**src/rtl/maxpool_pkg.sv**
```systemverilog
// maxpool_pkg: shared state encoding and default widths for the maxpool sequencer.
package maxpool_pkg;
  localparam int CNTW_D = 8;
  localparam int IDXW_D = 16;
  typedef enum logic [1:0] {IDLE, ACC, HOLD} state_t;
endpackage

```
**src/rtl/maxpool_seq.sv**
```systemverilog
// maxpool_seq: window sequencer driving the maxpool datapath strobes and the result handshake.
module maxpool_seq
  import maxpool_pkg::*;
#(
  parameter int CNTW = CNTW_D,
  parameter int IDXW = IDXW_D
) (
  input  logic            clk,
  input  logic            rst_n,
  input  logic [CNTW-1:0] pool_len,
  input  logic            flush,
  input  logic            in_valid,
  output logic            in_ready,
  output logic            max_en,
  output logic            max_pool,
  output logic            max_clr,
  output logic            out_valid,
  input  logic            out_ready,
  output logic [IDXW-1:0] out_idx
);
  state_t state;
  logic [CNTW-1:0] cnt, len, first_len, cnt_nxt;
  logic acc;
  assign in_ready  = rst_n & ~flush & ((state != HOLD) | out_ready);
  assign acc       = in_valid & in_ready;
  assign max_en    = acc;
  assign max_pool  = rst_n & (state == ACC);
  assign max_clr   = ~rst_n | flush;
  assign out_valid = rst_n & (state == HOLD);
  assign first_len = (pool_len == '0) ? CNTW'(1) : pool_len;
  assign cnt_nxt   = cnt + CNTW'(1);
  always_ff @(posedge clk) begin
    if (!rst_n) begin
      state   <= IDLE;
      cnt     <= '0;
      len     <= CNTW'(1);
      out_idx <= '0;
    end else if (flush) begin
      state <= IDLE;
      cnt   <= '0;
    end else if (acc && state != ACC) begin
      // a HOLD with acc means the result is consumed and a new window starts at once
      len   <= first_len;
      cnt   <= CNTW'(1);
      state <= (first_len == CNTW'(1)) ? HOLD : ACC;
      if (state == HOLD) out_idx <= out_idx + IDXW'(1);
    end else if (acc) begin
      cnt <= cnt_nxt;
      if (cnt_nxt == len) state <= HOLD;
    end else if (state == HOLD && out_ready) begin
      state   <= IDLE;
      out_idx <= out_idx + IDXW'(1);
    end
  end
endmodule

```
**config.mk**
```make
export PLATFORM = sky130hd
export DESIGN_NAME = maxpool_seq
export DESIGN_NICKNAME = d
export VERILOG_FILES = /design/src/rtl/maxpool_pkg.sv /design/src/rtl/maxpool_seq.sv
export SDC_FILE = /design/constraint.sdc
export NUM_CORES = 1
export LEC_CHECK = 0
export ABC_AREA = 1
export CAP_MARGIN = 20
export CELL_PAD_IN_SITES_DETAIL_PLACEMENT = 1
export CELL_PAD_IN_SITES_GLOBAL_PLACEMENT = 2
export CORE_MARGIN = 2
export CORE_UTILIZATION = 34
export CTS_CLUSTER_SIZE = 10
export DETAILED_ROUTE_END_ITERATION = 8
export DONT_BUFFER_PORTS = 1
export HOLD_SLACK_MARGIN = 0.08
export PLACE_DENSITY = 0.84
export SYNTH_ARGS = -nofsm -noshare
export SYNTH_HDL_FRONTEND = slang
export SYNTH_SLANG_ARGS = --single-unit
```
**constraint.sdc**
```tcl
create_clock -name clk -period 1.8 [get_ports clk]
set_input_delay 0.36 -clock clk [delete_from_list [all_inputs] [get_ports clk]]
set_output_delay 0.36 -clock clk [all_outputs]
set_load 0.05 [all_outputs]
```
* Word-level counts from Yosys, hierarchy flattened *
Index checks and enable logic that the tools add are counted.

word-level totals
  register bits = 34
  input port bits = 13
  output and inout port bits = 21

cells by class
  bitwise operators = 9
  reductions and logical operators = 11
  eq/ne operators = 9
  add/subtract/negate cells = 2
  muxes and demuxes = 12

operators with widths
  kind                                                                     count
  16-bit two-way mux                                                       4
  16-bit by 1-bit adder with 16-bit output, second input constant          1
  2-bit two-way mux                                                        5
  8-bit by 1-bit adder with 8-bit output, second input constant            1
  8-bit by 1-bit == test with 1-bit output, second input constant          1
  8-bit == test                                                            1
  8-bit logical NOT                                                        1
  8-bit two-way mux                                                        1
  1-bit bitwise AND                                                        5
  2-bit by 1-bit inequality test with 1-bit output, second input constant  2
  2-bit inequality test, second input constant                             2
  2-bit AND reduction                                                      2
  4-bit AND reduction                                                      1
  2-bit nonzero test                                                       2
  3-bit by 1-bit inequality test with 1-bit output, second input constant  1
  3-bit nonzero test                                                       1
  3-bit OR reduction                                                       1
  2-bit by 1-bit == test with 1-bit output, second input constant          1
  2-bit == test, second input constant                                     1
  1-bit logical AND                                                        2
  1-bit two-way mux                                                        2
  1-bit inverter                                                           2
  1-bit OR                                                                 2
  2-bit OR reduction                                                       1

* Longest topological paths before layout *
  depth in word-level cells = 7
  depth in mapped cells = 14

* Worst setup path after synthesis *
Ideal clock, no wire load.

  path type = flip-flop to flip-flop
  start point = register out_idx[1]
  end point = register out_idx[14]
  library setup time = 0.119 ns
  clock period less this slack = 1.871 ns
  stages on the path, launching flop included = 9
  setup slack = -0.071 ns
  arrival time = 1.752 ns
  path buffers = 0
  cells stage by stage = dfxtp_1 > ha_1 > nand4_1 > nor3_2 > nand3_1 > nor2_2 > nand2_1 > o21ai_1 > a21oi_1

on the way
  longest elaborated chain between the ends = 4

RTL lines
  what                                          RTL line                              source
  start, declared                               maxpool_seq.sv:19                     output logic [IDXW-1:0] out_idx
  start signal, assigned                        maxpool_seq.sv:46                     if (state == HOLD) out_idx <= out_idx + IDXW'(1);
  start signal, assigned                        maxpool_seq.sv:52                     out_idx <= out_idx + IDXW'(1);
  16-bit by 1-bit adder with 16-bit output (*)  maxpool_seq.sv:46, maxpool_seq.sv:52
  16-bit two-way mux                            maxpool_seq.sv:50                     end else if (state == HOLD && out_ready) begin
  16-bit two-way mux                            maxpool_seq.sv:47                     end else if (acc) begin
  16-bit two-way mux (*)                        maxpool_seq.sv:41                     end else if (acc && state != ACC) begin

Mark *: on every way between the ends. The rest lies on a longest branch, timed or not. The select of a mux whose other input is x is not followed.
A chain may end at the register's enable or synchronous reset.

* Worst setup path in the final report *
  start point = register state[0]
  end point = output max_en

on the way
  longest elaborated chain between the ends = 4

RTL lines
  what                    RTL line           source
  start, declared         maxpool_seq.sv:21  state_t state;
  start signal, assigned  maxpool_seq.sv:45  state <= (first_len == CNTW'(1)) ? HOLD : ACC;
  2-bit inequality test   maxpool_seq.sv:24  assign in_ready = rst_n & ~flush & ((state != HOLD) | out_ready);
  1-bit OR                maxpool_seq.sv:24
  1-bit bitwise AND       maxpool_seq.sv:24
  1-bit bitwise AND       maxpool_seq.sv:25  assign acc = in_valid & in_ready;
  end, declared           maxpool_seq.sv:14  output logic max_en,

No other way between the ends.

==> impl_metrics.csv <==
group,metric,value,unit
status,status,"completed",
yosys,ys_ff_latch,34,
yosys,syn_avg_cell_area,6.78,um^2
global_route,globalRouteOverflowTotal,0,
floorplanning,die_x,77.5,um
yosys,synth_area,1840,um^2
floorplanning,die_h,77.5,um
timing,skew,0.00577,ns
clocking,cts_setup_buffers,0,
timing,post-route-min-period,1.68,ns
power,irDropWorstVdd,0.560,mV
setup_path,crit_required,1.44,ns
routing,drc,0,
clocking,path_clk_slew,0.07,ns
yosys,synthArstFlopShare,0,%
setup_path,path_max_fanout,10,
timing,clock.fmax,596,MHz
routing,vias_per_cell,4.79,
yosys,ys_top_cells_by_count,"58 x nand2_1, 43 x inv_1, 34 x dfxtp_1",
power,p_leak,0.830,nW
yosys,synth_flop_cell,"dfxtp_1",
global_route,grt_pass1_wl,8360,um
worst_hold_path,worstHoldPathType,"input pin to flip-flop",
final_layout,fillers,678,
setup_path,crit_path_max_incr_delay,0.37,ns
timing,rsz0062_at_grt,"true",
placed_design,gp_congestion,0.783,
setup_path,worstSetupPathType,"flip-flop to output port",
timing,finalHoldViolCount,0,
setup_path,cp_cell_sequence,"inv_2 > nand2_1 > o21ai_1 > inv_2 > nand2_2 > inv_1 > buf_12",
placed_design,numPortBuffers,0,
final_layout,antenna_cells,0,
yosys,synthCells,271,
yosys,synth-edff-count,0,
clocking,cts_sinks,34,
power,power_density,674,nW/um^2
timing,finalSetupViolCount,0,
job,maxCapViolCount,0,
routing,wl_per_cell,13.3,um
routing,detail-route-antenna-nets,0,
timing,relSlewSlack,64.0,%
clocking,cts_buffer_depth,2,
timing,post-route-period-util,93.2,%
timing,hold_slack,0.149,ns
final_layout,final_layout_size_suffix_gt1_share,22.0,%
final_layout,area_growth,19.6,%
floorplanning,ioPinCount,34,
final_layout,nNetsFinal,310,
yosys,yosys_warnings,0,
floorplanning,num_rows,26,
global_route,grtUsageTotal,17.2,%
setup_path,cp-start-kind,"flip-flop",
timing,slew_viol_final,0,
clocking,cts_made_buffers,5,
yosys,yosys.area.top_type,"dfxtp_1",
yosys,synth.area.top_cells,"dfxtp_1 37%, nand2_1 12%, inv_1 8.8%",
routing,wl,4850,um
clocking,hold_buffers,0,
clocking,root_buffer,"clkbuf_8",
yosys,synth.distinct_cells,30,
setup_path,cp_common_cell,"inv_2",
setup_path,crit_path_end_kind,"output port",
yosys,yosysSeqAreaShare,37.1,%
yosys,synth_top_area_share,37.1,%
timing,tightest_slew,0.539,ns
yosys,postSynthNetCount,286,
placed_design,dp_hpwl,3910,um
yosys,synth_most_common_cell,"nand2_1",
final_layout,finish.utilization,42.5,%
floorplanning,die-area,6010,um^2
global_route,grt_start_max_net_pins,21,
clocking,clk_latency,0.28,ns
setup_path,slowest_stage,"dfxtp_1",
routing,firstDrtPassIters,4,
timing,setup_tns,0,ns
global_route,grt_pass1_vias,1834,
global_route,antenna_found_initial,0,
routing,dr_total_vias,1754,
routing,drt_iter0_drc,70,
clocking,cts_tree,"yes",
power,report.power.total,1.48,mW
floorplanning,initial_core_util,35.5,%
setup_path,arrival,1.32,ns
floorplanning,core_region_area,5170,um^2
clocking,h-tree-depth,2,
==> flip-flops by register name, indices dropped and copies added (netlist names) <==
register / flops
out_idx: 16
cnt: 8
len: 8
state: 2
==> layout by cell type, fill, tap and decap left out, types with 2 or more instances in the layout <==
master	netlist	routed
nor2_2	6	7
dfxtp_2	0	6
nand4_1	3	3
nor2_1	16	15
o21ai_0	21	19
o21ai_1	2	3
inv_2	3	4
nor3_1	4	4
dfxtp_1	34	28
nor3_2	2	2
inv_1	43	42
clkbuf_8	0	6
nand2_1	58	58
o21a_1	2	2
a31oi_1	2	2
nand3_1	24	23
nand2_2	3	3
buf_4	0	22
nor2_4	5	5
nand3_2	2	3
a21oi_1	26	26
==> power breakdown <==
group          internal (mW)  total [mW]  switching [mW]  leakage (nW)
clock                  0.308       0.594           0.287        0.0472
combinational         0.0397       0.112          0.0725         0.504
sequential             0.764       0.774         0.00963         0.278
==> per-layer routing <==
layer,vias up,global-route usage (%),wire length [um]
li1,921,-,-
met1,809,19.8,2060
met2,22,31.8,2590
met3,2,4.42,175
met4,0,3.75,25
met5,-,0,0
==> layout make-up <==
| type | count | area (um^2) | area share (%) |
|---|---|---|---|
| Multi-Input combinational cell | 185 | 967 | 44.0 |
| Clock buffer | 6 | 82.6 | 3.76 |
| Clock inverter | 2 | 12.5 | 0.570 |
| Timing Repair Buffer | 23 | 185 | 8.43 |
| Inverter | 46 | 173 | 7.86 |
| Tap cell | 70 | 87.6 | 3.99 |
| Sequential cell | 34 | 688 | 31.3 |
==> what timing repair did <==
action                                  4_1_cts  5_1_grt
resized for setup                             1       10
endpoints found under the setup margin        1        6
pin swaps                                     0        1
==> worst max-delay path, delay by kind of cell, from the launching register on <==
family,cells,cell delay (ns)
AO/OA/AOI/OAI,1,0.07
flip-flops,1,0.37
AND/OR/NAND/NOR,2,0.15
buffers and inverters,4,0.44
==> per-stage QoR <==
step / cells / cell area (um^2) / setup slack [ns]
floorplan: 271 / 1840 / -0.00192
global placement: 358 / 2070 / 0.00438
detailed placement: 358 / 2070 / 0.00918
CTS: 366 / 2170 / 0.0366
global route: 366 / 2200 / -0.0252
finish: 366 / 2200 / 0.122
==> logic make-up (layout without fill, tap and decap cells) <==
group           Yosys count  count (layout)  share of synthesized area [%]
flops                    34              34                           37.1
simple gates            126             126                           33.4
buf+inv                  52              77                           11.6
compound gates           57              57                           16.6
fa+ha+maj                 2               2                           1.36
==> final timing paths <==
path / slack, ns / cells past startpoint / from / endpoint
worst max-delay path: 0.12 / 7 / state[0] / max_en
worst min-delay path: 0.15 / 1 / rst_n / len[0]
worst max register to register: 0.16 / 12 / cnt[0] / state[0]
worst min register to register: 0.47 / 2 / len[1] / len[1]
Power figures use the tool's default switching activity.
